## src/rtl/io_spi_slave_lite.sv

```systemverilog
// SPI responder on the CPU IO bus: synchronized SCK/CSN/MOSI, 8-entry TX/RX FIFOs, fill byte.
// Optional interrupt output enabled by defining SPI_SLAVE_IRQ_EN.
module io_spi_slave_lite (
  input  logic        clk,
  input  logic        rst,
  input  logic        dma_io_we,
  input  logic [15:2] dma_io_wadr,
  input  logic [31:0] dma_io_wdata,
  input  logic [15:2] dma_io_radr,
  input  logic        dma_io_radr_en,
  input  logic [31:0] dma_io_rdata_in,
  output logic [31:0] dma_io_rdata,
  input  logic        spi_sck,
  input  logic        spi_csn,
  input  logic        spi_mosi,
  output logic        spi_miso,
  output logic        spi_miso_oe
`ifdef SPI_SLAVE_IRQ_EN
  ,
  output logic        spi_slv_irq
`endif
);

  localparam logic [15:2] AdrMode = 14'h3C84;
  localparam logic [15:2] AdrTx   = 14'h3C85;
  localparam logic [15:2] AdrRx   = 14'h3C86;
  localparam logic [15:2] AdrStat = 14'h3C87;
  localparam logic [15:2] AdrFill = 14'h3C88;

  typedef enum logic [1:0] {StIdle, StLoad, StShift} state_e;
  state_e state_q, state_d;

  // [0] and [1] are the synchronizer stages, [2] is the edge-detect history
  logic [2:0] sck_sync, csn_sync, mosi_sync;
  logic       sck_rise, sck_fall, csn_rise, csn_fall, lead, trail;
  logic       sample_q, shift_q;

  logic       enable_q, cpha_q, cpol_q, msb_q, irq_en;
  logic [7:0] fill_q;
  logic       udr_q, ovr_q;

  logic [7:0] tx_mem [8];
  logic [2:0] tx_wp, tx_rp;
  logic [3:0] tx_cnt;
  logic       tx_empty, tx_full, tx_push, tx_pop, tx_flush;

  logic [7:0] rx_mem [8];
  logic [2:0] rx_wp, rx_rp;
  logic [3:0] rx_cnt;
  logic       rx_empty, rx_full, rx_push, rx_pop, rx_flush;

  logic [7:0] tx_sr, rx_sr, load_byte;
  logic [2:0] tx_idx, bit_cnt;
  logic       byte_done_q, load_now, miso_q, oe_q;
  logic       wr_mode, wr_stat, wr_fill, wr_rx;

  logic [31:0] rd_val, rd_q;
  logic        rd_sel_q, rd_hit;

  logic unused_wdata;
  assign unused_wdata = ^{dma_io_wdata[31:12], dma_io_wdata[9:8], mosi_sync[2]};

  function automatic logic bit_sel(input logic [7:0] b, input logic [2:0] i, input logic msb);
    return msb ? b[3'd7 - i] : b[i];
  endfunction

  always_ff @(posedge clk) begin
    if (rst) begin
      sck_sync  <= '0;
      csn_sync  <= '1;
      mosi_sync <= '0;
      sample_q  <= 1'b0;
      shift_q   <= 1'b0;
    end else begin
      sck_sync  <= {sck_sync[1:0], spi_sck};
      csn_sync  <= {csn_sync[1:0], spi_csn};
      mosi_sync <= {mosi_sync[1:0], spi_mosi};
      sample_q  <= cpha_q ? trail : lead;
      shift_q   <= cpha_q ? lead : trail;
    end
  end

  assign sck_rise = sck_sync[1] & ~sck_sync[2];
  assign sck_fall = ~sck_sync[1] & sck_sync[2];
  assign csn_rise = csn_sync[1] & ~csn_sync[2];
  assign csn_fall = ~csn_sync[1] & csn_sync[2];
  assign lead     = cpol_q ? sck_fall : sck_rise;
  assign trail    = cpol_q ? sck_rise : sck_fall;

  assign wr_mode  = dma_io_we & (dma_io_wadr == AdrMode);
  assign wr_stat  = dma_io_we & (dma_io_wadr == AdrStat);
  assign wr_fill  = dma_io_we & (dma_io_wadr == AdrFill);
  assign wr_rx    = dma_io_we & (dma_io_wadr == AdrRx);

  always_ff @(posedge clk) begin
    if (rst) begin
      enable_q <= 1'b0;
      cpha_q   <= 1'b0;
      cpol_q   <= 1'b0;
      msb_q    <= 1'b1;
      fill_q   <= 8'hFF;
    end else begin
      if (wr_mode) begin
        enable_q <= dma_io_wdata[0];
        cpha_q   <= dma_io_wdata[1];
        cpol_q   <= dma_io_wdata[2];
        msb_q    <= dma_io_wdata[3];
      end
      if (wr_fill) fill_q <= dma_io_wdata[7:0];
    end
  end

`ifdef SPI_SLAVE_IRQ_EN
  logic irq_en_q, irq_q;
  always_ff @(posedge clk) begin
    if (rst) begin
      irq_en_q <= 1'b0;
      irq_q    <= 1'b0;
    end else begin
      if (wr_mode) irq_en_q <= dma_io_wdata[4];
      irq_q <= irq_en_q & (~rx_empty | ovr_q);
    end
  end
  assign irq_en      = irq_en_q;
  assign spi_slv_irq = irq_q;
`else
  assign irq_en = 1'b0;
`endif

  always_comb begin
    state_d = state_q;
    unique case (state_q)
      StIdle:  if (csn_fall) state_d = StLoad;
      StLoad:  state_d = StShift;
      StShift: if (csn_rise) state_d = StIdle;
      default: state_d = StIdle;
    endcase
    if (!enable_q) state_d = StIdle;
  end

  always_ff @(posedge clk) begin
    if (rst) state_q <= StIdle;
    else     state_q <= state_d;
  end

  // A byte load happens on CSN fall and again right after every completed byte
  assign load_now  = enable_q & ((state_q == StLoad) |
                                 ((state_q == StShift) & byte_done_q & ~csn_rise));
  assign load_byte = tx_empty ? fill_q : tx_mem[tx_rp];

  always_ff @(posedge clk) begin
    if (rst) begin
      miso_q      <= 1'b0;
      oe_q        <= 1'b0;
      tx_sr       <= '0;
      tx_idx      <= '0;
      rx_sr       <= '0;
      bit_cnt     <= '0;
      byte_done_q <= 1'b0;
    end else begin
      byte_done_q <= 1'b0;
      if (!enable_q || state_q == StIdle) begin
        oe_q    <= 1'b0;
        miso_q  <= 1'b0;
        bit_cnt <= '0;
      end else if (state_q == StLoad) begin
        tx_sr   <= load_byte;
        oe_q    <= 1'b1;
        bit_cnt <= '0;
        if (!cpha_q) begin
          miso_q <= bit_sel(load_byte, 3'd0, msb_q);
          tx_idx <= 3'd1;
        end else begin
          tx_idx <= 3'd0;
        end
      end else if (csn_rise) begin
        bit_cnt <= '0;
      end else begin
        if (sample_q) begin
          rx_sr   <= msb_q ? {rx_sr[6:0], mosi_sync[1]} : {mosi_sync[1], rx_sr[7:1]};
          bit_cnt <= bit_cnt + 3'd1;
          if (bit_cnt == 3'd7) byte_done_q <= 1'b1;
        end
        if (byte_done_q) begin
          tx_sr  <= load_byte;
          tx_idx <= 3'd0;
        end else if (shift_q) begin
          miso_q <= bit_sel(tx_sr, tx_idx, msb_q);
          tx_idx <= tx_idx + 3'd1;
        end
      end
    end
  end

  assign tx_empty = (tx_cnt == 4'd0);
  assign tx_full  = (tx_cnt == 4'd8);
  assign tx_flush = wr_rx & dma_io_wdata[11];
  assign tx_push  = dma_io_we & (dma_io_wadr == AdrTx) & ~tx_full;
  assign tx_pop   = load_now & ~tx_empty;

  assign rx_empty = (rx_cnt == 4'd0);
  assign rx_full  = (rx_cnt == 4'd8);
  assign rx_flush = wr_rx & dma_io_wdata[10];
  assign rx_push  = byte_done_q & ~rx_full;
  assign rx_pop   = dma_io_radr_en & (dma_io_radr == AdrRx) & ~rx_empty;

  always_ff @(posedge clk) begin
    if (tx_push) tx_mem[tx_wp] <= dma_io_wdata[7:0];
    if (rx_push) rx_mem[rx_wp] <= rx_sr;
  end

  always_ff @(posedge clk) begin
    if (rst || tx_flush) begin
      tx_wp  <= '0;
      tx_rp  <= '0;
      tx_cnt <= '0;
    end else begin
      if (tx_push) tx_wp <= tx_wp + 3'd1;
      if (tx_pop)  tx_rp <= tx_rp + 3'd1;
      tx_cnt <= tx_cnt + {3'd0, tx_push} - {3'd0, tx_pop};
    end
  end

  always_ff @(posedge clk) begin
    if (rst || rx_flush) begin
      rx_wp  <= '0;
      rx_rp  <= '0;
      rx_cnt <= '0;
    end else begin
      if (rx_push) rx_wp <= rx_wp + 3'd1;
      if (rx_pop)  rx_rp <= rx_rp + 3'd1;
      rx_cnt <= rx_cnt + {3'd0, rx_push} - {3'd0, rx_pop};
    end
  end

  always_ff @(posedge clk) begin
    if (rst) begin
      udr_q <= 1'b0;
      ovr_q <= 1'b0;
    end else begin
      if (load_now && tx_empty)             udr_q <= 1'b1;
      else if (wr_stat && dma_io_wdata[0])  udr_q <= 1'b0;
      if (byte_done_q && rx_full)           ovr_q <= 1'b1;
      else if (wr_stat && dma_io_wdata[1])  ovr_q <= 1'b0;
    end
  end

  always_comb begin
    rd_val = '0;
    rd_hit = 1'b1;
    case (dma_io_radr)
      AdrMode: rd_val = {27'd0, irq_en, msb_q, cpol_q, cpha_q, enable_q};
      AdrTx:   rd_val = {22'd0, tx_empty, tx_full, 8'd0};
      AdrRx:   rd_val = {22'd0, rx_empty, rx_full, rx_empty ? 8'd0 : rx_mem[rx_rp]};
      AdrStat: rd_val = {29'd0, ~csn_sync[1], ovr_q, udr_q};
      AdrFill: rd_val = {24'd0, fill_q};
      default: rd_hit = 1'b0;
    endcase
  end

  always_ff @(posedge clk) begin
    if (rst) begin
      rd_sel_q <= 1'b0;
      rd_q     <= '0;
    end else begin
      rd_sel_q <= dma_io_radr_en & rd_hit;
      if (dma_io_radr_en) rd_q <= rd_val;
    end
  end

  assign dma_io_rdata = rd_sel_q ? rd_q : dma_io_rdata_in;
  assign spi_miso     = miso_q;
  assign spi_miso_oe  = oe_q;

endmodule
```

## config.mk

```make
export PLATFORM = sky130hd
export DESIGN_NAME = io_spi_slave_lite
export DESIGN_NICKNAME = d
export VERILOG_FILES = /design/src/rtl/io_spi_slave_lite.sv
export SDC_FILE = /design/constraint.sdc
export NUM_CORES = 1
export LEC_CHECK = 0
export CAP_MARGIN = 5
export CORE_ASPECT_RATIO = 1.75
export CORE_MARGIN = 2
export CORE_UTILIZATION = 40
export DETAILED_ROUTE_END_ITERATION = 6
export GPL_ROUTABILITY_DRIVEN = 0
export GPL_TIMING_DRIVEN = 0
export MAX_ROUTING_LAYER = met4
export SLEW_MARGIN = 20
export SYNTH_ARGS = -nofsm -noshare
export SYNTH_HDL_FRONTEND = slang
export SYNTH_SLANG_ARGS = --single-unit
```

## constraint.sdc

```tcl
create_clock -name clk -period 2.9 [get_ports clk]
set_input_delay 0.725 -clock clk [delete_from_list [all_inputs] [get_ports clk]]
set_output_delay 0.725 -clock clk [all_outputs]
set_load 0.02 [all_outputs]
```

=== Yosys cells after proc, flatten, opt, wreduce, memory -nomap -nowiden ===
Memories as Yosys holds them, arrays and structs flattened. A register that Yosys moved wholly into a read port is not among the register bits.
Cells that the tools add are included.

* Multiplexer cells: 45
* Eq/ne operators: 20
* $add $sub $neg: 11
* Bitwise logic cells: 34
* Reductions and logical operators: 26
* Magnitude comparators: 2

{| class="wikitable"
|+ Operator list
! cell !! count
|-
| $eq A14 B14 Y1 const B || 10
|-
| $pmux W10 S5 || 1
|-
| $mux W8 || 6
|-
| $mux W32 || 1
|-
| $mux W1 || 24
|-
| $mux W3 || 8
|-
| $and A1 B1 Y1 || 20
|-
| $add A3 B1 Y3 const B || 6
|-
| $not A1 Y1 || 13
|-
| $reduce_or A5 Y1 || 2
|-
| $add A4 B1 Y4 || 2
|-
| $eq A4 B4 Y1 const B || 2
|-
| $logic_not A4 Y1 || 2
|-
| $lt A3 B4 Y1 const B || 2
|-
| $reduce_and A4 Y1 || 2
|-
| $reduce_bool A2 Y1 || 4
|-
| $sub A4 B1 Y4 || 2
|-
| $bmux W1 S3 || 2
|-
| $ne A2 B2 Y1 const B || 3
|-
| $pmux W2 S3 || 1
|-
| $reduce_and A3 Y1 || 2
|-
| $logic_and A1 B1 Y1 || 4
|-
| $mux W2 || 2
|-
| $ne A2 B1 Y1 const B || 2
|-
| other kinds (12) || 15
|}

* Bits in writable memories: 128
* Input port bits: 99
* Memories kept: 2
* Flip-flop bits (word level): 104

{| class="wikitable"
|+ Memories
! memory !! words !! bits a word !! read ports !! clocked after memory_dff !! wr ports !! line !! text
|-
| rx_mem || 8 || 8 || 1 || 1 || 1 || 47 || <nowiki>logic [7:0] rx_mem [8];</nowiki>
|-
| tx_mem || 8 || 8 || 1 || 1 || 1 || 42 || <nowiki>logic [7:0] tx_mem [8];</nowiki>
|}

=== Logic depth before layout (Yosys ltp) ===
* Word-level depth: 9
* Mapped depth: 11
* Depth with buffers taken out: 10

=== Worst setup path before layout ===
No wires, ideal clock.

* Kind: input to register
* Start: in dma_io_wadr[7] (netlist bit)
* End: mem tx_mem[2][0] (enable)
* Setup time: 0.385 ns
* Arrival time: 2.639 ns
* Path slack: -0.125 ns
* Required time: 2.515 ns
* Cell stages on the path: 6
* Path buffers: 1
* Cell sequence: or4_4 nor3_1 and4_1 buf_2 nand2b_1 nor3b_1

* Longest elaborated chain between the ends: 5

{| class="wikitable"
|+ RTL lines
! what !! line !! text
|-
| start, declared || 7 || <nowiki>input logic [15:2] dma_io_wadr,</nowiki>
|-
| $eq A14 B14 Y1 || 198 || <nowiki>assign tx_push = dma_io_we & (dma_io_wadr == AdrTx) & ~tx_full;</nowiki>
|-
| $and A1 B1 Y1 (2 in series) || 198 ||
|-
| $mux W1 || 208 || <nowiki>if (tx_push) tx_mem[tx_wp] <= dma_io_wdata[7:0];</nowiki>
|-
| $mux W1 (implied by the code) || 208 ||
|-
| end, declared || 42 ||
|}

No other way between the ends.

=== Worst setup path in the final report ===
* Start: reg rd_sel_q
* End: out dma_io_rdata[9]

* Longest elaborated chain between the ends: 1

{| class="wikitable"
|+ RTL lines
! what !! line !! text
|-
| start, declared || 58 || <nowiki>logic rd_sel_q, rd_hit;</nowiki>
|-
| start signal, assigned || 266 || <nowiki>rd_sel_q <= dma_io_radr_en & rd_hit;</nowiki>
|-
| $mux W32 || 271 || <nowiki>assign dma_io_rdata = rd_sel_q ? rd_q : dma_io_rdata_in;</nowiki>
|-
| end, declared || 12 || <nowiki>output logic [31:0] dma_io_rdata,</nowiki>
|}

No other way between the ends.

==> results.md <==
- The number of flops mapped to enable cells by yosys is 128.
- For the worst setup path, the data arrival time is 2.08 ns.
- Dividing the detail-routed wire length by the instance count gives 19.6 um.
- For the finished layout, the period the worst path requires is 2.81 ns.
- Adding up every negative setup slack in the final design gives 0 ns.
- For this run, design rule violations remaining after detail routing come to 0.
- The worst hold path begins at csn_sync[0].
- Counting instances in the post-synthesis netlist gives the leading cell types as sky130_fd_sc_hd__edfxtp_1, sky130_fd_sc_hd__dfxtp_1, sky130_fd_sc_hd__nor2_1.
- The per-cell via count in the routed design is 5.23.
- Setup slack on the worst reg-to-reg path comes out at 0.26 ns.
- The hold-fix buffer count after cts is 0.
- The count of pins over their slew limit is 0.
- The number of detailed-route iterations in the first pass is 5.
- The number of clock buffers added by TritonCTS is 21.
- After filler insertion, the fill cell instance count of the layout stands at 1922.
- The level count of the clock H-tree is 1.
- In this run the tightest slew margin relative to its limit is 36.8%.
- The critical path is of the register to output port type.
- The number of nets in the synthesized netlist is 813.
- The net total in the final layout is 957.
- For the final database, setup skew stands at 0.0193 ns.
- In this run the worst path has a maximum fanout of 10.
- The antenna diode instance count is 0.
- The count of warnings emitted by yosys is 0.
- Dividing total power by cell area gives a power density of 530 mW/mm^2.
- The first routing iteration left 317 violations.
- The effective utilization at floorplan is 40.9%.
- The final wirelength is 22.7 mm.
- The library cell with the highest instance count after synthesis is sky130_fd_sc_hd__edfxtp_1.
- The die height is 206 um.
- The number of global-route vias before repair is 6459.
- The area growth from synthesis to final layout is 27.0%.
- The final count of hold timing violations was 0.
- The number of placement rows is 73.
- The endpoint of the lowest-slack register-to-register path is tx_cnt[2].
- After synthesis the netlist holds a flip-flop and latch count of 216.
- Sorting the synthesized cells by area gives the leading types as sky130_fd_sc_hd__edfxtp_1, sky130_fd_sc_hd__dfxtp_1, sky130_fd_sc_hd__mux4_2.
- The number of clock sinks seen by CTS is 216.
- The startpoint of the worst-slack reg-to-reg timing path is byte_done_q.
- VDD sags by at most 0.487 mV.
- The placeable core region is 0.0227 mm^2.
- Global routing consumed, over all layers together, 19.0% of the routing resources.
- The final-report setup violation count is 0.
- The longest clock path from root to sink contains 3 buffers.
- The type of element capturing the critical path is an output port.
- The static leakage is 0.00396 uW.
- The tightest min-delay check is of the register to register type.
- The count of input and output buffers is 109.
- The die covers 0.0245 mm^2.
- The mapped netlist covers 0.00931 mm^2.
- The fraction of layout instances using a drive strength above 1 is 16.4%.
- The run finished with clean final reports.
- Synthesis handed over a netlist of 695 instances.
- The portion of synthesized cell area occupied by the leading cell type is 41.3%.
- Once detail routing completed, the nets flagged for antenna violations numbered 0.
- The most critical setup path has its startpoint at rd_sel_q.
- Timing would allow up to 356 MHz.
- The final route contains 6030 vias.
- The TritonCTS clock tree is done.
- The most instantiated flip-flop cell in the synthesis netlist is sky130_fd_sc_hd__edfxtp_1.
- The sequential element share of the synthesized area is 60.2%.
- Entering global routing, the biggest net connects 17 pins.
- For the worst setup path, the data required time is 2.17 ns.
- The clock transition at the registers of the reported paths is 0.06 ns.
- The cell taking the most area after synthesis is sky130_fd_sc_hd__edfxtp_1.
- OpenSTA, run right after detailed placement, puts the worst setup slack at -0.756 ns.
- After legalization and detailed placement, the total HPWL measured 17.3 mm.
- The synthesized netlist contains 56 unique library cells.
- The max-capacitance violation count is 0.
- STA classifies the critical path startpoint as a register.
- Pin placement for this block handled 133 I/O pins.
- Across all setup checks in the final design, the least slack found is 0.0912 ns.
- Summing internal, switching and leakage power gives 6260 uW.
- The horizontal die dimension is 119 um.
- Following the worst setup path forward leads to its endpoint at dma_io_rdata[9].
- Counting flops with an async set or reset pin after synthesis yields a share of 0%.
- Clock tree synthesis selected as its root buffer the cell sky130_fd_sc_hd__clkbuf_16.
- At the pin with the least slew margin, the transition time is 0.945 ns.
- The source-to-sink clock delay at the later pin of the worst-skew pair is 0.51 ns.
- Setup repair after global routing left no endpoint under its margin.
- The share of the cycle needed by the critical path after routing is 96.9%.
- The initial antenna violation count is 0.
- Dividing the synthesized area by the synthesized cell count gives 13.4 um^2.
- Counting cells, the worst reg-to-reg path comes to 9.
- The total overflow reported by the global router is 0.
- The first global-routing pass estimated 34.9 mm of wire.
[worst max-delay path, cell delays in order (launching register included)]
cell and delay [ns]:
sky130_fd_sc_hd__dfxtp_2 0.42, sky130_fd_sc_hd__buf_4 0.22, sky130_fd_sc_hd__mux2_2 0.37, sky130_fd_sc_hd__clkdlybuf4s50_1 0.56
[registers in the layout, indices dropped and copies added, names as in the netlist, 4 cells and up, named ones only]
| signal | cells |
|---|---|
| rx_mem | 64 |
| tx_mem | 64 |
| rd_q | 10 |
| fill_q | 8 |
| rx_sr | 8 |
| tx_sr | 8 |
| rx_cnt | 4 |
| tx_cnt | 4 |
[timing repair]
action,in CTS,in global routing
pin swaps,4,4
resized for setup,16,12
endpoints found under the setup margin,80,22
buffers inserted,5,1
[how the worst min path moves through the flow]
stage / end / slack [ns] / cells past startpoint
floorplan: csn_sync[1] / 0.39 / 1
global placement: csn_sync[1] / 0.40 / 1
detailed placement: csn_sync[1] / 0.39 / 1
CTS: csn_sync[1] / 0.41 / 1
global route: csn_sync[1] / 0.45 / 1
finish: csn_sync[1] / 0.41 / 1
[power by group]
part | switching [uW] | internal [uW]
clock | 1140 | 1610
sequential | 2.34 | 3230
combinational | 122 | 158
[cell usage in the layout, fill, tap and decap left out, types with 4 or more instances in the layout]
cell,synthesis,layout
sky130_fd_sc_hd__edfxtp_1,128,128
sky130_fd_sc_hd__clkdlybuf4s50_1,0,109
sky130_fd_sc_hd__dfxtp_1,88,87
sky130_fd_sc_hd__nor2_1,57,55
sky130_fd_sc_hd__mux2i_1,46,46
sky130_fd_sc_hd__nor2b_1,44,44
sky130_fd_sc_hd__nand2_1,35,35
sky130_fd_sc_hd__mux4_2,33,33
sky130_fd_sc_hd__clkbuf_1,20,24
sky130_fd_sc_hd__clkbuf_16,0,21
sky130_fd_sc_hd__inv_1,19,19
sky130_fd_sc_hd__a21oi_1,21,19
sky130_fd_sc_hd__o21ai_0,18,18
sky130_fd_sc_hd__ha_1,17,16
sky130_fd_sc_hd__nand3_1,12,12
sky130_fd_sc_hd__nand2b_1,11,11
sky130_fd_sc_hd__mux2_2,11,11
sky130_fd_sc_hd__buf_4,1,9
sky130_fd_sc_hd__a211oi_1,10,9
sky130_fd_sc_hd__xor2_1,9,8
sky130_fd_sc_hd__nor3_1,12,7
sky130_fd_sc_hd__buf_2,8,6
sky130_fd_sc_hd__a211o_2,6,6
sky130_fd_sc_hd__a22o_1,6,6
sky130_fd_sc_hd__buf_1,6,5
sky130_fd_sc_hd__a31oi_1,5,5
sky130_fd_sc_hd__xnor2_1,5,5
sky130_fd_sc_hd__buf_12,0,5
sky130_fd_sc_hd__nor3_4,1,4
sky130_fd_sc_hd__nor3b_4,0,4
sky130_fd_sc_hd__a21o_1,4,4
sky130_fd_sc_hd__or2_2,4,4
sky130_fd_sc_hd__a32oi_1,4,4
sky130_fd_sc_hd__clkinv_1,0,4
[cell families after synthesis]
family                     share of synthesized area [%]
DFF                                                 60.2
muxes                                               14.3
AOI/OAI and AO/OA                                   6.78
adders and majority gates                           2.72
xor gates and xnor gates                            1.32
buffers and inverters                               2.54
and+or+nand+nor                                     12.1
[routing by layer]
layer / vias to the layer above / track usage, % / share of wire [%] / routed length, um
met3: 49 / 2.36 / 2.8 / 639
met1: 2986 / 18.3 / 35 / 7850
met5: - / - / 0 / 0
li1: 2877 / - / - / -
met4: 0 / 7.90 / 3.8 / 866
met2: 118 / 37.4 / 59 / 13300
[through the flow]
stage                     cells  area [um^2]  util (%)  hold slack [ns]
final                      1154        11800      52.0            0.407
after detailed placement   1110        10900      47.9            0.395
after global routing       1154        11800      52.0            0.447
after CTS                  1153        11800      51.7            0.409
after floorplan             695         9340         -            0.389
after global placement     1104        10800      47.5            0.396
[layout make-up]
| cell class | count | area, um^2 | area share [%] |
|---|---|---|---|
| clock inverter | 13 | 146 | 1.24 |
| inverter | 19 | 71.3 | 0.603 |
| buffer | 37 | 178 | 1.50 |
| tap | 300 | 375 | 3.18 |
| clock buffer | 25 | 541 | 4.57 |
| sequential | 216 | 5610 | 47.4 |
| multi-input combinational | 423 | 3660 | 30.9 |
| timing repair buffer | 121 | 1240 | 10.5 |
Power figures use the tool's default switching activity.
